`config.mk`:
```
export PLATFORM = sky130hd
export DESIGN_NAME = swi_conditioner
export DESIGN_NICKNAME = d
export VERILOG_FILES = /design/src/rtl/swi_conditioner.sv
export SDC_FILE = /design/constraint.sdc
export NUM_CORES = 1
export LEC_CHECK = 0
export CAP_MARGIN = 10
export CORE_AREA = 2 2 76 78
export CTS_BUF_LIST = sky130_fd_sc_hd__clkbuf_16
export DETAILED_ROUTE_END_ITERATION = 10
export DIE_AREA = 0 0 78 80
export GPL_ROUTABILITY_DRIVEN = 0
export GPL_TIMING_DRIVEN = 0
export PLACE_DENSITY = 0.7
export SLEW_MARGIN = 5
export SYNTH_ARGS = -nofsm -noshare
export SYNTH_HDL_FRONTEND = slang
export SYNTH_SLANG_ARGS = --single-unit
```
`constraint.sdc`:
```
create_clock -name clk_2 -period 5.2 [get_ports clk_2]
set_clock_uncertainty 0.2 [all_clocks]
set_input_delay 1.56 -clock clk_2 [delete_from_list [all_inputs] [get_ports clk_2]]
set_output_delay 1.56 -clock clk_2 [all_outputs]
set_load 0.05 [all_outputs]
```
`src/rtl/swi_conditioner.sv`:
```
// Switch input conditioner: per-bit synchroniser, debounce FSM, edge pulses
// and a push-to-toggle flag for the LED sequencer controls.
module swi_conditioner #(
  parameter int NBITS           = 8,
  parameter int SYNC_STAGES     = 2,
  parameter int DEBOUNCE_CYCLES = 4,
  parameter int TOGGLE_BIT      = 2
) (
  input  logic             clk_2,
  input  logic             reset,
  input  logic [NBITS-1:0] SWI,
  output logic [NBITS-1:0] swi_level,
  output logic [NBITS-1:0] swi_rise,
  output logic [NBITS-1:0] swi_fall,
  output logic             any_change,
  output logic             toggle_q
);

  localparam int CW = $clog2(DEBOUNCE_CYCLES) + 1;

  typedef enum logic {
    STABLE  = 1'b0,
    PENDING = 1'b1
  } state_t;

  logic [NBITS-1:0] r_sync [SYNC_STAGES];
  state_t           r_state    [NBITS];
  state_t           w_state_nx [NBITS];
  logic [CW-1:0]    r_cnt      [NBITS];
  logic [CW-1:0]    w_cnt_nx   [NBITS];
  logic [NBITS-1:0] w_sync;
  logic [NBITS-1:0] w_commit;
  logic [NBITS-1:0] r_level;
  logic [NBITS-1:0] r_rise;
  logic [NBITS-1:0] r_fall;
  logic             r_any;
  logic             r_toggle;

  assign w_sync = r_sync[SYNC_STAGES-1];

  // Synchroniser chain; only the last stage is used downstream.
  always_ff @(posedge clk_2 or posedge reset) begin
    if (reset) begin
      for (int j = 0; j < SYNC_STAGES; j++) begin
        r_sync[j] <= '0;
      end
    end else begin
      r_sync[0] <= SWI;
      for (int j = 1; j < SYNC_STAGES; j++) begin
        r_sync[j] <= r_sync[j-1];
      end
    end
  end

  // Debounce next-state logic; a commit always means sync differs from level.
  always_comb begin
    w_state_nx = r_state;
    w_cnt_nx   = r_cnt;
    w_commit   = '0;
    for (int i = 0; i < NBITS; i++) begin
      case (r_state[i])
        STABLE: begin
          if (w_sync[i] != r_level[i]) begin
            if (DEBOUNCE_CYCLES == 1) begin
              w_commit[i] = 1'b1;
            end else begin
              w_state_nx[i] = PENDING;
              w_cnt_nx[i]   = CW'(1);
            end
          end else begin
            w_cnt_nx[i] = '0;
          end
        end
        PENDING: begin
          if (w_sync[i] == r_level[i]) begin
            w_state_nx[i] = STABLE;
            w_cnt_nx[i]   = '0;
          end else if (r_cnt[i] == CW'(DEBOUNCE_CYCLES - 1)) begin
            w_commit[i] = 1'b1;
          end else begin
            w_cnt_nx[i] = r_cnt[i] + CW'(1);
          end
        end
        default: begin
          w_state_nx[i] = STABLE;
          w_cnt_nx[i]   = '0;
        end
      endcase
      if (w_commit[i]) begin
        w_state_nx[i] = STABLE;
        w_cnt_nx[i]   = '0;
      end else begin
        w_commit[i] = 1'b0;
      end
    end
  end

  // FSM state, counters and all registered outputs.
  always_ff @(posedge clk_2 or posedge reset) begin
    if (reset) begin
      for (int i = 0; i < NBITS; i++) begin
        r_state[i] <= STABLE;
        r_cnt[i]   <= '0;
      end
      r_level  <= '0;
      r_rise   <= '0;
      r_fall   <= '0;
      r_any    <= 1'b0;
      r_toggle <= 1'b0;
    end else begin
      r_state  <= w_state_nx;
      r_cnt    <= w_cnt_nx;
      r_level  <= r_level ^ w_commit;
      r_rise   <= w_commit & w_sync;
      r_fall   <= w_commit & ~w_sync;
      r_any    <= |w_commit;
      r_toggle <= r_toggle ^ (w_commit[TOGGLE_BIT] & w_sync[TOGGLE_BIT]);
    end
  end

  assign swi_level  = r_level;
  assign swi_rise   = r_rise;
  assign swi_fall   = r_fall;
  assign any_change = r_any;
  assign toggle_q   = r_toggle;

endmodule

```
### Word-level counts from Yosys, hierarchy flattened

Cells that the tools add are included.

| cells by class | value |
|---|---|
| add/sub/neg operators | 8 |
| $mul | 0 |
| div/mod/pow operators | 0 |
| order comparisons | 0 |
| eq/ne operators | 32 |
| shift operators | 0 |
| multiplexer cells | 104 |
| bitwise logic cells | 14 |
| reduce and logical (&&, ||, !) cells | 1 |

Operators by type and width:

| kind | count |
|---|---|
| $mux W3 | 24 |
| $mux W1 | 64 |
| $pmux W3 S2 | 8 |
| $ne A4 B3 Y1 const B | 8 |
| $add A3 B1 Y3 const B | 8 |
| $eq A3 B2 Y1 const B | 8 |
| $and A8 B8 Y8 | 2 |
| $pmux W1 S2 | 8 |
| $eq A1 B1 Y1 | 8 |
| $ne A1 B1 Y1 | 8 |
| $not A1 Y1 | 8 |
| $not A8 Y8 | 1 |
| $reduce_or A8 Y1 | 1 |
| $xor A8 B8 Y8 | 1 |
| $and A1 B1 Y1 | 1 |
| $xor A1 B1 Y1 | 1 |

| word-level totals | value |
|---|---|
| bits in registers | 74 |
| latch bits | 0 |
| RAM bits | 0 |
| ROM bits | 0 |
| input bits | 10 |
| output and inout bits | 26 |
| memories kept | 0 |

### Longest topological paths before layout

| depth | value |
|---|---|
| depth in word-level cells | 7 |
| depth in mapped cells | 5 |
| gate-level depth less buffers | 5 |

### Worst setup path after synthesis

No wires, ideal clock.

| path | value |
|---|---|
| path type | register -> output |
| start | register r_level[7], in the netlist swi_level[7] |
| end | output swi_level[7] |
| arrival | 0.669 ns |
| required time | 3.440 ns |
| slack | 2.771 ns |
| stages on the path, launching flop included | 1 |
| buffers on the path | 0 |
| cell sequence | dfrtp_1 |

RTL lines:

| item | RTL line | RTL |
|---|---|---|
| from (decl) | 33 | `logic [NBITS-1:0] r_level;` |
| from (signal assigned) | 113 | `r_level <= r_level ^ w_commit;` |
| to (decl) | 12 | `output logic [NBITS-1:0] swi_level,` |

No word-level cell between the ends.

### Worst setup path after layout

| path | value |
|---|---|
| start | register r_level[7], in the netlist swi_level[7] |
| end | output swi_level[7] |

No word-level cell between the ends.

==> metrics.yaml <==
clock_network:
  clk_latency_ns: 0.32
  clock-sinks: 74
  h-tree-depth: 3
  postCtsSetupBuffers: 0
  cts_tree: "done"
  cts_resized: 0
  clkTransAtPathRegs_ns: 0.05
  hold_buffers: 0
  cts_made_buffers: 9
  root_buffer: "clkbuf_16"
  cts_buffer_depth: 2
route:
  dr_total_vias: 1464
  dr.pass1.iters: 4
  drcViolationCount: 0
  ant_nets: 0
  wl_per_cell_um: 11.5
  drt_wl_total_um: 3600
  first_iter_violations: 49
  via_per_inst: 4.68
sta:
  hold_viol: 0
  maxSlewViolCount: 0
  clock.fmax_mhz: 299
  setup-violations-final: 0
  grt_setup_unrepaired: "no"
  period_share: 0.643
  max-slew-margin-rel: 0.655
  fin_crit_ns: 3.35
  setup_tns_ns: 0
  worst_pin_slew_ns: 0.516
  timing.hold.ws_ns: 0.144
floorplanning:
  rows: 27
  die_x_um: 78
  initial_core_util: 0.493
  core_area_um2: 5410
  fp.dieArea_um2: 6240
  pin_count: 36
  die_h_um: 80
yosys:
  synth_seq_cells: 74
  yosysTopAreaCellShare: 0.695
  synth_area_um2: 2670
  avgSynthCellArea_um2: 14.1
  seq_area_frac_synth: 0.695
  synth_cell_types: 22
  syn-num-nets: 215
  post-synth-top-area-cell: "dfrtp_1"
  synthCells: 189
  synthAdderAreaFrac: 0.0751
  synth_xor_area_frac: 0.0328
  synth-compound-area-share: 0.0427
  synthMuxAreaShare: 0.0169
  synthTopCellsByArea: "dfrtp_1 69%, ha_1 7.5%, a21boi_1 2.8%, nor3b_1 2.8%, and2_1 2.3%"
  synth_top_family_by_area: "simple AND/OR/NAND/NOR gates"
  ys_warn_count: 0
  synthSimpleGateAreaFrac: 0.118
power:
  comb_power_share: 0.256
  clockPowerShare: 0.305
  swShare: 0.310
  p_switching_uw: 574
  internal_power_mw: 1.28
  irDropWorstVdd_uv: 342
  pwr_density_cell_nw_per_um2: 543
  seqPwrFrac: 0.439
  leakagePower_nw: 1.63
finish:
  finalNetCount: 262
  area_delta_synth_final_pct: 28.1
  layout-drive-gt1-share: 0.0705
  fillers: 435
  antenna_cells: 0
min_path:
  hold_class: "reg2reg"
critical_path:
  crit_buf_inv: 1
  cpLargestDelayFamily: "buffers and inverters"
  crit_path_start_kind: "register"
  slowest_stage: "clkdlybuf4s50_1"
  crit_chain: "clkdlybuf4s50_1"
  setup.worst_path.end_class: "output port"
  path_max_fanout: 5
  r2r_slack_ns: 3.36
  arrival_ns: 1.59
  worstSetupPathType: "reg2out"
  required_ns: 3.44
  critical_path.max_stage_delay_ns: 0.84
global_routing:
  grt_pass1_wl_um: 6650
  grt_pass1_vias: 1512
  grt.overflow.total: 0
  antenna_found_initial: 0
  grt_usage: 0.143
  grt_max_degree: 54
placement:
  hpwl_um: 2520
  io_buffers: 35
run_status:
  status: "finished clean"
job:
  drv_cap: 0
==> registers in the layout, summed over array words and instances (netlist names) <==
signal / flops
r_cnt: 24
r_state: 8
r_sync: 8
swi_fall: 8
swi_level: 8
swi_rise: 8
w_sync: 8
any_change: 1
toggle_q: 1
==> final timing paths <==
| check | from | to | cells after the start |
|---|---|---|---|
| setup / recovery | swi_level[7]$_DFF_PP0_ | swi_level[7] | 1 |
| hold / removal | r_sync[8]$_DFF_PP0_ | w_sync[0]$_DFF_PP0_ | 0 |
| setup reg to reg | r_cnt[18]$_DFFE_PP0P_ | any_change$_DFF_PP0_ | 4 |
| hold reg to reg | r_sync[8]$_DFF_PP0_ | w_sync[0]$_DFF_PP0_ | 0 |
| max in group asynchronous | reset | toggle_q$_DFF_PP0_ | 3 |
| min in group asynchronous | reset | swi_fall[0]$_DFF_PP0_ | 2 |
==> power groups by stage <==
stage                     clock, mW  combinational, mW  sequential, mW
final                         0.565              0.475           0.813
after global routing          0.609              0.535           0.835
after CTS                     0.578              0.485           0.816
after detailed placement          0              0.481           0.825
after global placement            0              0.469           0.819
after floorplan                   0              0.228           0.929
==> layout make-up <==
class                   instances  area [um2]  share of cell area
clock buffers                   9         225              0.0660
clock inverters                 7        52.6              0.0154
inverters                      14        55.1              0.0161
multi-input cells             101         762               0.223
flip-flops and latches         74        1850               0.542
well taps                      72        90.1              0.0264
repair buffers                 36         378               0.111
==> synthesized netlist by cell type (all sizes together) <==
| master | count |
|---|---|
| a21boi | 10 |
| a21o | 3 |
| a21oi | 2 |
| and2 | 10 |
| and3 | 5 |
| dfrtp | 74 |
| ha | 16 |
| inv | 14 |
| mux2 | 4 |
| nand2 | 10 |
| nand3 | 4 |
| nand4 | 1 |
| nor2 | 8 |
| nor3 | 6 |
| nor3b | 10 |
| o22ai | 1 |
| or4 | 1 |
| xnor2 | 3 |
| xor2 | 7 |
==> per-layer routing <==
layer  wire, um  vias up  track usage  share of wire
met3        166        9       0.0498          0.046
li1           -      734            -              -
met4         87        0       0.0895          0.024
met1       1670      693        0.175           0.46
met5          0        -            0              0
met2       1670       28        0.216           0.46
==> cell usage in the layout (no fill, tap or decap), types with 8 or more instances in the layout <==
master	instances
nand2_1	10
clkbuf_16	9
nor2_1	8
dfrtp_1	74
a21boi_1	10
and2_1	10
clkdlybuf4s50_1	35
inv_1	15
nor3b_1	10
ha_1	16
==> cells by family after synthesis <==
group,after synthesis
mux,4
xor+xnor,10
compound gates,16
flops,74
simple gates,55
buf+inv,14
fa+ha+maj,16
==> metrics by stage <==
step	utilization	area [um2]	total power [mW]	worst slack, ns	cells
3_5_place_dp	0.580	3140	1.31	2.19	297
5_1_grt	0.632	3410	1.98	1.80	313
3_3_place_gp	0.575	3110	1.29	0.420	296
6_report	0.632	3410	1.85	1.85	313
4_1_cts	0.632	3410	1.88	1.83	313
2_1_floorplan	-	2670	1.16	1.56	189
Power figures use the tool's default switching activity.
